--- src/rtl/dm_arbiter_if.sv ---
// Port bundle for the data-memory arbiter: CPU M-stage port, DMA beat port, DM port.
// Latency: none, wires only. Backpressure: cpu_stall / dma_gnt flow back to the masters.
// The requesting side uses master; the arbiter uses slave.
interface dm_arbiter_if;
  logic        cpu_req;
  logic        cpu_we;
  logic [31:0] cpu_addr;
  logic [31:0] cpu_wd;
  logic [3:0]  cpu_be;
  logic        cpu_stall;
  logic [31:0] cpu_rd;

  logic        dma_req;
  logic        dma_we;
  logic [31:0] dma_addr;
  logic [31:0] dma_wd;
  logic [3:0]  dma_be;
  logic        dma_last;
  logic        dma_gnt;
  logic [31:0] dma_rd;
  logic        dma_err;

  logic        mem_we;
  logic [31:0] mem_addr;
  logic [31:0] mem_wd;
  logic [3:0]  mem_be;
  logic [31:0] mem_rd;

  logic        owner;

  modport master (
    output cpu_req, cpu_we, cpu_addr, cpu_wd, cpu_be,
    output dma_req, dma_we, dma_addr, dma_wd, dma_be, dma_last,
    output mem_rd,
    input  cpu_stall, cpu_rd, dma_gnt, dma_rd, dma_err,
    input  mem_we, mem_addr, mem_wd, mem_be, owner
  );

  modport slave (
    input  cpu_req, cpu_we, cpu_addr, cpu_wd, cpu_be,
    input  dma_req, dma_we, dma_addr, dma_wd, dma_be, dma_last,
    input  mem_rd,
    output cpu_stall, cpu_rd, dma_gnt, dma_rd, dma_err,
    output mem_we, mem_addr, mem_wd, mem_be, owner
  );
endinterface

--- src/rtl/dm_arbiter.sv ---
// Two-master (CPU M-stage / DMA) arbiter for the single-ported DM; DMA aging under DM_ARB_AGING_EN.
// Latency: zero, grant/stall/mux are combinational in the request cycle; state moves on the edge.
// Backpressure: CPU frozen via cpu_stall, DMA beats held by its master until dma_gnt.
module dm_arbiter #(
  parameter int unsigned MAX_WAIT  = 8,
  parameter int unsigned MAX_BURST = 16,
  parameter logic [31:0] DM_TOP    = 32'h2fff
) (
  input  logic        clk,
  input  logic        reset,
  dm_arbiter_if.slave bus
);

  localparam int unsigned BEAT_W = $clog2(MAX_BURST + 1);

  typedef enum logic {
    S_CPU = 1'b0,
    S_DMA = 1'b1
  } state_t;

  state_t            state;
  state_t            state_nxt;
  logic [BEAT_W-1:0] beat_cnt;
  logic [BEAT_W-1:0] beat_nxt;

  logic        preempt;
  logic        dma_win;
  logic        cpu_win;
  logic        dma_bad;

  logic        mem_we_c;
  logic [31:0] mem_addr_c;
  logic [31:0] mem_wd_c;
  logic [3:0]  mem_be_c;

`ifdef DM_ARB_AGING_EN
  localparam int unsigned WAIT_W = ($clog2(MAX_WAIT + 1) > 4) ? $clog2(MAX_WAIT + 1) : 4;

  logic [WAIT_W-1:0] wait_cnt;
  logic [WAIT_W-1:0] wait_nxt;

  // Counts consecutive denied cycles of a pending DMA beat; any grant or idle cycle restarts it.
  always_comb begin
    wait_nxt = wait_cnt;
    if (!bus.dma_req || dma_win) begin
      wait_nxt = '0;
    end else if (wait_cnt != WAIT_W'(MAX_WAIT)) begin
      wait_nxt = wait_cnt + 1'b1;
    end
  end

  always_ff @(posedge clk) begin
    if (reset) begin
      wait_cnt <= '0;
    end else begin
      wait_cnt <= wait_nxt;
    end
  end

  assign preempt = (wait_cnt == WAIT_W'(MAX_WAIT));
`else
  assign preempt = 1'b0;
`endif

  assign dma_bad = (bus.dma_addr > DM_TOP) || (bus.dma_addr[1:0] != 2'b00);

  always_comb begin
    dma_win = 1'b0;
    cpu_win = 1'b0;
    if (!reset) begin
      if (state == S_DMA) begin
        dma_win = bus.dma_req;
      end else begin
        dma_win = bus.dma_req & (~bus.cpu_req | preempt);
        cpu_win = bus.cpu_req & ~dma_win;
      end
    end
  end

  // Idle cycles park the address on the CPU side so the DM read path stays CPU-facing.
  always_comb begin
    mem_we_c   = cpu_win & bus.cpu_we;
    mem_addr_c = bus.cpu_addr;
    mem_wd_c   = bus.cpu_wd;
    mem_be_c   = bus.cpu_be;
    if (dma_win) begin
      mem_we_c   = bus.dma_we & ~dma_bad;
      mem_addr_c = bus.dma_addr;
      mem_wd_c   = bus.dma_wd;
      mem_be_c   = bus.dma_be;
    end
  end

  assign bus.mem_we    = mem_we_c;
  assign bus.mem_addr  = mem_addr_c;
  assign bus.mem_wd    = mem_wd_c;
  assign bus.mem_be    = mem_be_c;
  assign bus.cpu_rd    = bus.mem_rd;
  assign bus.dma_rd    = bus.mem_rd;
  assign bus.cpu_stall = bus.cpu_req & ~cpu_win & ~reset;
  assign bus.dma_gnt   = dma_win;
  assign bus.dma_err   = dma_win & dma_bad;
  assign bus.owner     = (state == S_DMA);

  // beat_cnt is only non-zero while the DMA owns the memory; illegal beats count too.
  always_comb begin
    state_nxt = state;
    beat_nxt  = beat_cnt;
    case (state)
      S_CPU: begin
        beat_nxt = '0;
        if (dma_win && !bus.dma_last && (MAX_BURST > 1)) begin
          state_nxt = S_DMA;
          beat_nxt  = BEAT_W'(1);
        end
      end
      S_DMA: begin
        if (!bus.dma_req) begin
          state_nxt = S_CPU;
          beat_nxt  = '0;
        end else if (bus.dma_last || (beat_cnt + 1'b1 == BEAT_W'(MAX_BURST))) begin
          state_nxt = S_CPU;
          beat_nxt  = '0;
        end else begin
          beat_nxt = beat_cnt + 1'b1;
        end
      end
      default: begin
        state_nxt = S_CPU;
        beat_nxt  = '0;
      end
    endcase
  end

  always_ff @(posedge clk) begin
    if (reset) begin
      state    <= S_CPU;
      beat_cnt <= '0;
    end else begin
      state    <= state_nxt;
      beat_cnt <= beat_nxt;
    end
  end

endmodule

--- src/flat_wrapper.sv ---
// flat-port wrapper written by rule: the top's interface ports become plain ports
module dm_arbiter_flat 
#(
  parameter int unsigned MAX_WAIT  = 8,
  parameter int unsigned MAX_BURST = 16,
  parameter logic [31:0] DM_TOP    = 32'h2fff
)
  (clk, reset, bus_cpu_req, bus_cpu_we, bus_cpu_addr, bus_cpu_wd, bus_cpu_be, bus_dma_req, bus_dma_we, bus_dma_addr, bus_dma_wd, bus_dma_be, bus_dma_last, bus_mem_rd, bus_cpu_stall, bus_cpu_rd, bus_dma_gnt, bus_dma_rd, bus_dma_err, bus_mem_we, bus_mem_addr, bus_mem_wd, bus_mem_be, bus_owner);
  dm_arbiter_if bus_i ();
  input  logic clk;
  input  logic reset;
  input wire logic [$bits(bus_i.cpu_req)-1:0] bus_cpu_req;
  input wire logic [$bits(bus_i.cpu_we)-1:0] bus_cpu_we;
  input wire logic [$bits(bus_i.cpu_addr)-1:0] bus_cpu_addr;
  input wire logic [$bits(bus_i.cpu_wd)-1:0] bus_cpu_wd;
  input wire logic [$bits(bus_i.cpu_be)-1:0] bus_cpu_be;
  input wire logic [$bits(bus_i.dma_req)-1:0] bus_dma_req;
  input wire logic [$bits(bus_i.dma_we)-1:0] bus_dma_we;
  input wire logic [$bits(bus_i.dma_addr)-1:0] bus_dma_addr;
  input wire logic [$bits(bus_i.dma_wd)-1:0] bus_dma_wd;
  input wire logic [$bits(bus_i.dma_be)-1:0] bus_dma_be;
  input wire logic [$bits(bus_i.dma_last)-1:0] bus_dma_last;
  input wire logic [$bits(bus_i.mem_rd)-1:0] bus_mem_rd;
  output wire logic [$bits(bus_i.cpu_stall)-1:0] bus_cpu_stall;
  output wire logic [$bits(bus_i.cpu_rd)-1:0] bus_cpu_rd;
  output wire logic [$bits(bus_i.dma_gnt)-1:0] bus_dma_gnt;
  output wire logic [$bits(bus_i.dma_rd)-1:0] bus_dma_rd;
  output wire logic [$bits(bus_i.dma_err)-1:0] bus_dma_err;
  output wire logic [$bits(bus_i.mem_we)-1:0] bus_mem_we;
  output wire logic [$bits(bus_i.mem_addr)-1:0] bus_mem_addr;
  output wire logic [$bits(bus_i.mem_wd)-1:0] bus_mem_wd;
  output wire logic [$bits(bus_i.mem_be)-1:0] bus_mem_be;
  output wire logic [$bits(bus_i.owner)-1:0] bus_owner;
  assign bus_i.cpu_req = bus_cpu_req;
  assign bus_i.cpu_we = bus_cpu_we;
  assign bus_i.cpu_addr = bus_cpu_addr;
  assign bus_i.cpu_wd = bus_cpu_wd;
  assign bus_i.cpu_be = bus_cpu_be;
  assign bus_i.dma_req = bus_dma_req;
  assign bus_i.dma_we = bus_dma_we;
  assign bus_i.dma_addr = bus_dma_addr;
  assign bus_i.dma_wd = bus_dma_wd;
  assign bus_i.dma_be = bus_dma_be;
  assign bus_i.dma_last = bus_dma_last;
  assign bus_i.mem_rd = bus_mem_rd;
  assign bus_cpu_stall = bus_i.cpu_stall;
  assign bus_cpu_rd = bus_i.cpu_rd;
  assign bus_dma_gnt = bus_i.dma_gnt;
  assign bus_dma_rd = bus_i.dma_rd;
  assign bus_dma_err = bus_i.dma_err;
  assign bus_mem_we = bus_i.mem_we;
  assign bus_mem_addr = bus_i.mem_addr;
  assign bus_mem_wd = bus_i.mem_wd;
  assign bus_mem_be = bus_i.mem_be;
  assign bus_owner = bus_i.owner;
  dm_arbiter #(.MAX_WAIT(MAX_WAIT), .MAX_BURST(MAX_BURST), .DM_TOP(DM_TOP)) u_core (.clk(clk), .reset(reset), .bus(bus_i));
endmodule
--- config.mk ---
export PLATFORM = sky130hd
export DESIGN_NAME = dm_arbiter_flat
export DESIGN_NICKNAME = d
export VERILOG_FILES = /design/src/rtl/dm_arbiter_if.sv /design/src/rtl/dm_arbiter.sv /design/src/flat_wrapper.sv
export SDC_FILE = /design/constraint.sdc
export NUM_CORES = 1
export LEC_CHECK = 0
export BUFFER_PORTS_ARGS = -buffer_cell sky130_fd_sc_hd__clkbuf_2
export CAP_MARGIN = 40
export CORE_AREA = 2 2 120 122
export CTS_BUF_LIST = sky130_fd_sc_hd__clkbuf_4
export DETAILED_ROUTE_END_ITERATION = 8
export DIE_AREA = 0 0 122 124
export MAX_ROUTING_LAYER = met4
export PLACE_DENSITY_LB_ADDON = 0.25
export REMOVE_ABC_BUFFERS = 1
export SYNTH_ARGS = -nofsm -noshare
export SYNTH_HDL_FRONTEND = slang
export SYNTH_SLANG_ARGS = --single-unit
--- constraint.sdc ---
create_clock -name clk -period 1.6 [get_ports clk]
set_input_delay 0.24 -clock clk [delete_from_list [all_inputs] [get_ports clk]]
set_output_delay 0.24 -clock clk [all_outputs]
set_load 0.02 [all_outputs]
==> flow_metrics.py, run 1 <==
metrics = {
    "critical_path": {
        "startpoint_type": "flip-flop",
        "worstRegToRegCells": 5,
        "worstPathMaxFanout": 19,
        "critPathArrivalTime_ns": 1.61,
        "end_kind": "output pin",
        "cp.required_ns": 1.36,
        "path_class": "reg2out",
    },
    "route": {
        "routed_wl_mm": 12.6,
        "drt_drc_violations_left": 0,
        "first_pass_iters": 4,
        "via_per_inst": 3.91,
        "drt_first_iter_violations": 85,
        "detailroute.via_count": 2061,
        "drt-wirelength-per-cell_microns": 23.9,
        "postRouteAntennaNets": 0,
    },
    "yosys": {
        "post_synth_num_cell_types": 25,
        "synth.ff_latch_count": 6,
        "yosys_warnings": 0,
        "syn_inst": 182,
        "syn_avg_cell_area_sq_um": 9.34,
        "synth_area_sq_um": 1700,
        "synth.yosys.seq_area_share_pct": 7.06,
    },
    "run_status": {
        "run_status": "finished, violations left",
        "violations": "negative setup slack",
    },
    "cells_and_area": {
        "insertedDiodeCount": 0,
        "fin_nets": 526,
        "multi_input_comb_area_sq_um": 1150,
        "layout.area.seq_sq_um": 121,
        "flow.area_growth_from_synthesis_pct": 80.1,
        "layout-drive-gt1-share_pct": 89.3,
        "fin_area_sq_um": 3060,
        "postLayoutCoreUtil_pct": 22.3,
        "fillers": 1543,
        "stdcell_count": 527,
    },
    "place": {
        "dpl_worst_slack_ns": -0.233,
        "place_hpwl_mm": 11.3,
        "place.detailed.instances": 518,
        "gp_congestion": 0.983,
        "numPortBuffers": 215,
        "dpl-instance-area_sq_um": 2560,
    },
    "sta": {
        "period_share_pct": 115,
        "final-max-slew-violation-count": 0,
        "achievable-frequency_ghz": 0.542,
        "final.min_clock_period_ns": 1.85,
        "timing.clock.skew_ns": 0.00809,
        "final_hold_vios": 0,
        "timing.max_slew.rel_slack_pct": 78.6,
        "setup_viols_final": 70,
        "worstMarginPinSlew_ns": 0.317,
        "timing.final.ws_setup_ns": -0.246,
        "grt_setup_unrepaired": "true",
    },
    "grt": {
        "grt_pass1_vias": 2015,
        "maximum_number_of_pins_on_one_net_before_global_route_repair": 20,
        "grt_antenna_before_repair": 0,
        "grtUsageTotal_pct": 16.0,
        "wire_length_of_the_first_global_routing_pass_mm": 15.6,
        "remaining_overflow_grt": 0,
    },
    "floorplan": {
        "design.portCount": 312,
        "fp.dieW_microns": 122,
        "die_h_microns": 124,
        "num_rows": 43,
        "die-area_sq_um": 15100,
        "core_ar_sq_um": 13700,
        "start_util_pct": 12.4,
    },
    "clock_tree": {
        "path_clk_slew_ns": 0.04,
        "ctsLongestPathBuffers": 2,
        "cts_tree": "done",
        "clock-root-buffer": "clkbuf_4",
        "tritoncts_num_sinks": 6,
        "clk_latency_ns": 0.25,
        "cts.htree.levels": 1,
        "cts_inserted_buffers": 3,
    },
    "pwr": {
        "power-per-cell-area_nw_per_um2": 391,
        "leakage_nw": 1.56,
        "power.ir.vdd_worst_mv": 0.116,
        "total_power_mw": 1.20,
    },
    "hold_path": {
        "worst_hold_path.num_cells": 4,
        "min-delay-path-class": "in2reg",
    },
    "run": {
        "maxCapViolations": 0,
    },
}
logic make-up after synthesis:
group           Yosys count  share of synthesized area, %
compound gates            6                          3.53
xor+xnor                  4                          2.06
fa+ha+maj                 2                          1.47
buf+inv                  73                          33.3
flops                     6                          7.06
mux                      68                          45.0
simple gates             23                          7.51
layout make-up:
type	count	share of cell area, %
sequential	6	3.96
inverter	2	0.245
clock buffer	3	0.736
tap	180	7.36
multi-input combinational	103	37.7
timing repair buffer	233	50.0
power breakdown:
part	leakage [nW]	switching, mW	internal, mW
Sequential	0.0489	0.00141	0.152
Clock	0.0138	0.0575	0.0850
Combinational	1.50	0.423	0.479
Total	1.56	0.482	0.716
final timing paths:
kind | start | endpoint | slack, ns
hold / removal | bus_dma_last | u_core.bus.owner | 0.28
setup / recovery | u_core.bus.owner | bus_mem_be[0] | -0.25
setup reg to reg | u_core.beat_cnt[0] | u_core.beat_cnt[0] | 0.28
hold reg to reg | u_core.beat_cnt[0] | u_core.beat_cnt[0] | 0.53
metal layers:
metal | part of all wire [%] | track usage, %
met1 | 40 | 18.8
met2 | 41 | 22.0
met3 | 19 | 13.0
met4 | 0.15 | 0.862
met5 | 0 | -
metrics by stage:
step	TNS (ns)	hold slack, ns
2_1_floorplan	-71.89	0.415
3_3_place_gp	-9.67	0.480
3_5_place_dp	-10.05	0.480
4_1_cts	-17.64	0.282
5_1_grt	-20.24	0.312
6_report	-14.85	0.284
worst max-delay path: stages, from the launching register on:
cell and delay [ns]:
dfxtp_2 0.32, inv_2 0.05, a21oi_4 0.15, buf_12 0.16, buf_16 0.17, mux2_2 0.34, buf_2 0.16
Yosys cell counts:
library cell / n / area share, %
buf_6: 7 / 4.6
a21oi_4: 1 / 0.96
nand3_1: 2 / 0.59
o2bb2ai_1: 1 / 0.52
or4_4: 1 / 0.66
mux2_2: 62 / 41
buf_4: 64 / 28
nor4bb_1: 1 / 0.59
nor4_1: 4 / 1.5
xor2_1: 2 / 1.0
dfxtp_1: 6 / 7.1
xnor2_1: 2 / 1.0
nor3b_1: 2 / 0.88
a211oi_2: 1 / 0.74
nor2b_1: 1 / 0.37
a31o_2: 1 / 0.52
nor2_1: 6 / 1.3
nand2b_1: 1 / 0.37
a31o_1: 1 / 0.52
inv_1: 2 / 0.44
ha_1: 2 / 1.5
mux2_1: 6 / 4.0
o21ai_0: 1 / 0.29
nand4_1: 1 / 0.37
nand2_1: 4 / 0.88
state kept, by name (all words and copies together) (netlist names):
signal,flops
u_core.beat_cnt,5
u_core.bus.owner,1
cells in the final DEF (no fill, tap or decap), types with 4 or more instances in the layout:
master / count
buf_2: 27
buf_4: 12
buf_6: 11
buf_8: 12
clkbuf_2: 161
clkbuf_4: 5
dfxtp_1: 5
mux2_2: 37
mux2_4: 28
nand2_1: 4
nor2_1: 6
repair_timing:
item | 4_1_cts | 5_1_grt
endpoints found under the setup margin | 71 | 71
resized for setup | 55 | 89
pin swaps | 3 | 0
hold buffers | 0 | 0
gates cloned | 3 | 1
buffers inserted | 2 | 0
Power figures use the tool's default switching activity.
==> inputs of run 2 (changes only) <==
Clock period 1.6 ns to 2.1 ns, I/O delays scaled along.
==> run 2 against run 1 <==
Compared with the run above: the flow now finishes without violations; die area unchanged; global-route usage fell by 0.15 points; sequential cell count unchanged; sequential share of layout area up 0.73 points; combinational power is 38% lower.
==> flow_metrics.py, run 2 (synthesized netlist as in run 1, its figures left out) <==
metrics = {
    "grt": {
        "remaining_overflow_grt": 0,
        "grt_pass1_vias": 1980,
        "grt_antenna_before_repair": 0,
        "grtUsageTotal_pct": 15.8,
        "maximum_number_of_pins_on_one_net_before_global_route_repair": 39,
        "wire_length_of_the_first_global_routing_pass_mm": 15.4,
    },
    "critical_path": {
        "worst_path_max_delay_cell": "mux2_2",
        "path_class": "reg2out",
        "worstPathMaxFanout": 17,
        "r2r_end": "u_core.beat_cnt[0]",
        "crit_path_start": "u_core.bus.owner",
        "startpoint_type": "flip-flop",
        "critical-path-max-stage-delay_ns": 0.41,
        "critPathArrivalTime_ns": 1.72,
        "r2r_setup_slack_ns": 0.82,
        "critical_path_cell_by_cell": "inv_1 > a21oi_4 > buf_4 > buf_12 > mux2_2 > clkbuf_2",
        "worst_r2r_startpoint": "u_core.beat_cnt[0]",
        "end_kind": "output pin",
        "timing.critical_path.to": "bus_mem_wd[27]",
        "worstRegToRegCells": 5,
        "cp.required_ns": 1.78,
    },
    "pwr": {
        "switchingPower_mw": 0.341,
        "comb_power_share_pct": 71.8,
        "leakage_nw": 1.33,
        "seq_power_share_pct": 14.9,
        "p_sw_share_pct": 43.6,
        "internal_power_mw": 0.442,
        "power-per-cell-area_nw_per_um2": 306,
        "clock_power_share_pct": 13.4,
        "power.ir.vdd_worst_mv": 0.100,
    },
    "clock_tree": {
        "clock-root-buffer": "clkbuf_4",
        "clk_latency_ns": 0.24,
        "cts.htree.levels": 1,
        "path_clk_slew_ns": 0.04,
        "ctsHoldBuffers": 0,
        "ctsLongestPathBuffers": 2,
        "cts_inserted_buffers": 3,
        "tritoncts_num_sinks": 6,
        "cts_tree": "done",
    },
    "sta": {
        "worstMarginPinSlew_ns": 0.390,
        "final_hold_vios": 0,
        "final-max-slew-violation-count": 0,
        "achievable-frequency_ghz": 0.491,
        "grt_setup_unrepaired": "true",
        "timing.clock.skew_ns": 0.00620,
        "timing.max_slew.rel_slack_pct": 73.7,
        "period_share_pct": 97.0,
        "final.min_clock_period_ns": 2.04,
        "setup_viols_final": 0,
        "final.setup.tns_ns": 0,
        "final.hold.worst_slack_ns": 0.370,
    },
    "floorplan": {
        "core_ar_sq_um": 13700,
        "design.portCount": 312,
        "start_util_pct": 12.4,
        "num_rows": 43,
        "die-area_sq_um": 15100,
        "fp.dieW_microns": 122,
        "die_h_microns": 124,
    },
    "place": {
        "place_hpwl_mm": 11.3,
        "gp_congestion": 1.00,
        "place.detailed.instances": 510,
        "numPortBuffers": 215,
    },
    "route": {
        "drt-wirelength-per-cell_microns": 23.8,
        "drt_first_iter_violations": 111,
        "drt_drc_violations_left": 0,
        "postRouteAntennaNets": 0,
        "routed_wl_mm": 12.3,
        "first_pass_iters": 5,
        "detailroute.via_count": 1976,
        "via_per_inst": 3.83,
    },
    "run": {
        "maxCapViolations": 0,
    },
    "cells_and_area": {
        "layout_commonest_cell": "clkbuf_2",
        "insertedDiodeCount": 0,
        "largest_register_ff_count": 5,
        "fillers": 1578,
        "layout-drive-gt1-share_pct": 87.2,
        "layout.area.seq_sq_um": 120,
        "stdcell_count": 516,
        "multi_input_comb_area_sq_um": 1010,
        "top_register": "u_core.beat_cnt",
        "flow.area_growth_from_synthesis_pct": 50.6,
        "fin_nets": 515,
        "layout.cells.most_common_list": "clkbuf_2, mux2_2, nor2_1, dfxtp_1",
    },
    "run_status": {
        "run_status": "completed",
    },
    "hold_path": {
        "min-delay-path-class": "in2reg",
    },
}
## run 2: cell count changes in the layout (fill, tap and decap cells not counted), sizes merged
cell    previous run  this run
buf               68         9
clkbuf           168       216
## run 2: what timing repair did
action                                  4_1_cts  5_1_grt
buffers inserted                              0        2
resized for setup                             0        5
endpoints found under the setup margin        0       29
## run 2: cell type report
type,instances,area share [%]
multi-input cells,103,39.6
well taps,180,8.80
repair buffers,222,45.7
clock buffers,3,0.880
inverters,2,0.293
flip-flops and latches,6,4.69
## run 2: worst min path at each step
stage / startpoint / end / depth (start not counted)
after floorplan: u_core.beat_cnt[0] / u_core.beat_cnt[0] / 1
after global placement: u_core.beat_cnt[0] / u_core.beat_cnt[0] / 1
after detailed placement: u_core.beat_cnt[0] / u_core.beat_cnt[0] / 1
after CTS: bus_dma_last / u_core.bus.owner / 4
after global routing: bus_dma_last / u_core.bus.owner / 4
final: bus_dma_last / u_core.bus.owner / 4
## run 2: stage by stage
| stage | utilization, % | cell area [sq um] | total power [mW] | worst slack, ns |
|---|---|---|---|---|
| final | 18.7 | 2560 | 0.783 | 0.0625 |
| after global routing | 18.7 | 2560 | 0.844 | -0.0366 |
| after CTS | 18.4 | 2520 | 0.795 | 0.0198 |
| after detailed placement | 18.2 | 2500 | 0.682 | 0.104 |
| after global placement | 18.2 | 2500 | 0.680 | 0.104 |
| after floorplan | - | 1140 | 0.389 | -0.597 |
## run 2: metal layers
metal | wire [microns] | up-vias | global-route usage [%]
met4 | 74 | 0 | 2.16
met3 | 2640 | 6 | 13.6
met5 | 0 | - | -
met1 | 4820 | 853 | 18.5
li1 | - | 884 | -
met2 | 4770 | 233 | 20.8
## run 2: worst max-delay path: cells and delay by family (launching register included)
kind / cells / cell delay, ns
buffers and inverters: 4 / 0.55
multiplexers: 1 / 0.41
flip-flops: 1 / 0.33
AO/OA/AOI/OAI: 1 / 0.18
## run 2: power groups by stage
stage               combinational (mW)  sequential, mW  clock [mW]
floorplan                        0.270           0.120           0
global placement                 0.562           0.119           0
detailed placement               0.563           0.119           0
CTS                              0.567           0.117       0.112
global route                     0.607           0.117       0.121
finish                           0.562           0.117       0.105
==> inputs of run 3 (changes only) <==
Settings changed: CORE_AREA 2 2 120 122 to 4 4 119 121, DIE_AREA 0 0 122 124 to 0 0 123 125, SETUP_SLACK_MARGIN from default to 0.1.
==> run 3 against run 2 <==
Compared with the run above: clock-buffer cell count unchanged; clock skew decreased by 0.0014 ns; worst setup slack improved by 0.048 ns; routed wire length increased by 6.5%; critical path depth increased by 2; power increased by 28%; register-to-register slack got worse by 0.03 ns; core utilization increased by 7.1 points; final area increased by 32%; global-route usage decreased by 0.49 points; critical path type unchanged; largest cell class unchanged; largest power group unchanged; highest routed layer unchanged.
==> flow_metrics.py, run 3 (synthesized netlist as in run 1, its figures left out) <==
metrics = {
    "clock_tree": {
        "clk_latency_ns": 0.24,
        "cts_inserted_buffers": 3,
        "cts_tree": "done",
        "path_clk_slew_ns": 0.04,
        "tritoncts_num_sinks": 6,
        "ctsLongestPathBuffers": 2,
        "clock-root-buffer": "clkbuf_4",
        "cts.htree.levels": 1,
    },
    "critical_path": {
        "path_class": "reg2out",
        "critical_path_cell_by_cell": "inv_2 > a21oi_4 > buf_12 > buf_12 > clkbuf_16 > buf_4 > mux2_4 > buf_6",
        "worst-path-stages": 8,
        "r2r_setup_slack_ns": 0.79,
        "cp.required_ns": 1.78,
        "crit_path_start": "u_core.bus.owner",
        "critical-path-max-stage-delay_ns": 0.32,
        "timing.critical_path.max_delay_family": "buffers and inverters",
        "worst_r2r_startpoint": "u_core.beat_cnt[0]",
        "worstPathMaxFanout": 6,
        "r2r_end": "u_core.beat_cnt[0]",
        "crit_path_frequent_cell": "buf_12",
        "worstRegToRegCells": 5,
        "worst_path_max_delay_cell": "dfxtp_2",
        "timing.critical_path.to": "bus_mem_wd[28]",
        "cp.buffers_inverters": 6,
        "end_kind": "output pin",
        "critPathArrivalTime_ns": 1.67,
        "startpoint_type": "flip-flop",
    },
    "run": {
        "maxCapViolations": 0,
    },
    "floorplan": {
        "die_h_microns": 125,
        "core_ar_sq_um": 13100,
        "num_rows": 42,
        "start_util_pct": 13.0,
        "fp.dieW_microns": 123,
        "die-area_sq_um": 15400,
        "design.portCount": 312,
    },
    "cells_and_area": {
        "layout-drive-gt1-share_pct": 90.4,
        "fin_nets": 535,
        "layout_commonest_cell": "clkbuf_2",
        "largest_register_ff_count": 5,
        "multi_input_comb_area_sq_um": 1190,
        "fillers": 1415,
        "flow.area_growth_from_synthesis_pct": 98.6,
        "top_register": "u_core.beat_cnt",
        "fin_area_sq_um": 3380,
        "insertedDiodeCount": 0,
        "layout.area.seq_sq_um": 121,
        "stdcell_count": 532,
        "layout.cells.most_common_list": "clkbuf_2, buf_6, mux2_4",
    },
    "route": {
        "drt-wirelength-per-cell_microns": 24.6,
        "detailroute.via_count": 2073,
        "routed_wl_mm": 13.1,
        "drt_drc_violations_left": 0,
        "drt_first_iter_violations": 43,
        "via_per_inst": 3.90,
        "postRouteAntennaNets": 0,
        "first_pass_iters": 4,
    },
    "sta": {
        "final-max-slew-violation-count": 0,
        "achievable-frequency_ghz": 0.503,
        "grt_setup_unrepaired": "true",
        "final_hold_vios": 0,
        "setup_viols_final": 0,
        "final.setup.tns_ns": 0,
        "worstMarginPinSlew_ns": 0.260,
        "final.hold.worst_slack_ns": 0.354,
        "final.min_clock_period_ns": 1.99,
        "timing.max_slew.rel_slack_pct": 82.5,
        "timing.clock.skew_ns": 0.00483,
        "period_share_pct": 94.7,
    },
    "pwr": {
        "power.ir.vdd_worst_mv": 0.142,
        "power-per-cell-area_nw_per_um2": 296,
        "leakage_nw": 1.71,
    },
    "grt": {
        "grt_antenna_before_repair": 0,
        "remaining_overflow_grt": 0,
        "wire_length_of_the_first_global_routing_pass_mm": 16.1,
        "grt_pass1_vias": 2251,
        "grtUsageTotal_pct": 15.3,
        "maximum_number_of_pins_on_one_net_before_global_route_repair": 27,
    },
    "run_status": {
        "run_status": "completed",
    },
    "place": {
        "place.detailed.instances": 512,
        "dpl-instance-area_sq_um": 2540,
        "place_hpwl_mm": 11.4,
        "numPortBuffers": 215,
        "gp_congestion": 0.893,
    },
    "hold_path": {
        "min-delay-path-class": "in2reg",
    },
}
## run 3: worst min-delay path by stage
stage | to | from | slack, ns | depth (start not counted)
after floorplan | u_core.beat_cnt[0] | u_core.beat_cnt[0] | 0.48 | 1
after global placement | u_core.beat_cnt[0] | u_core.beat_cnt[0] | 0.50 | 1
after detailed placement | u_core.beat_cnt[0] | u_core.beat_cnt[0] | 0.51 | 1
after CTS | u_core.bus.owner | bus_dma_last | 0.36 | 4
after global routing | u_core.bus.owner | bus_dma_last | 0.39 | 4
final | u_core.bus.owner | bus_dma_last | 0.35 | 4
## run 3: layout make-up
cell class                      count  area share (%)
Timing Repair Buffer              242            53.8
Inverter                            2           0.222
Multi-Input combinational cell    103            35.2
Tap cell                          176            6.52
Sequential cell                     6            3.59
Clock buffer                        3           0.667
## run 3: metal layers
metal  vias to the layer above  share of wire, %  global-route usage, %
met2                       218                38                   18.1
li1                        926                 -                      -
met5                         -                 0                      -
met3                         4                19                   13.2
met1                       925                43                   20.2
met4                         0              0.31                   1.11
## run 3: where the power goes
part           leakage [nW]  total, mW  switching (mW)  internal, mW
Combinational          1.64      0.780           0.350         0.430
Sequential           0.0489      0.117         0.00109         0.116
Clock                0.0138      0.104          0.0399        0.0645
## run 3: per-stage QoR
| step | utilization, % | total power, mW | setup slack, ns |
|---|---|---|---|
| 4_1_cts | 19.6 | 0.807 | 0.00335 |
| 6_report | 25.8 | 1.00 | 0.110 |
| 5_1_grt | 25.8 | 1.06 | 0.0356 |
| 3_3_place_gp | 19.4 | 0.691 | -0.0875 |
| 2_1_floorplan | - | 0.389 | -0.597 |
| 3_5_place_dp | 19.4 | 0.694 | -0.00999 |
## run 3: tightest hold or removal path: cells and delay by family
family	cells	cell delay, ns
AND/OR/NAND/NOR	3	0.17
buffers and inverters	1	0.07
## run 3: timing repair
item                       in CTS  in global routing
hold buffers                    0                  0
gates resized for setup         1                252
setup endpoints to repair      46                 60
pin swaps                       0                  4
buffers inserted                0                 11
cloned                          0                  6
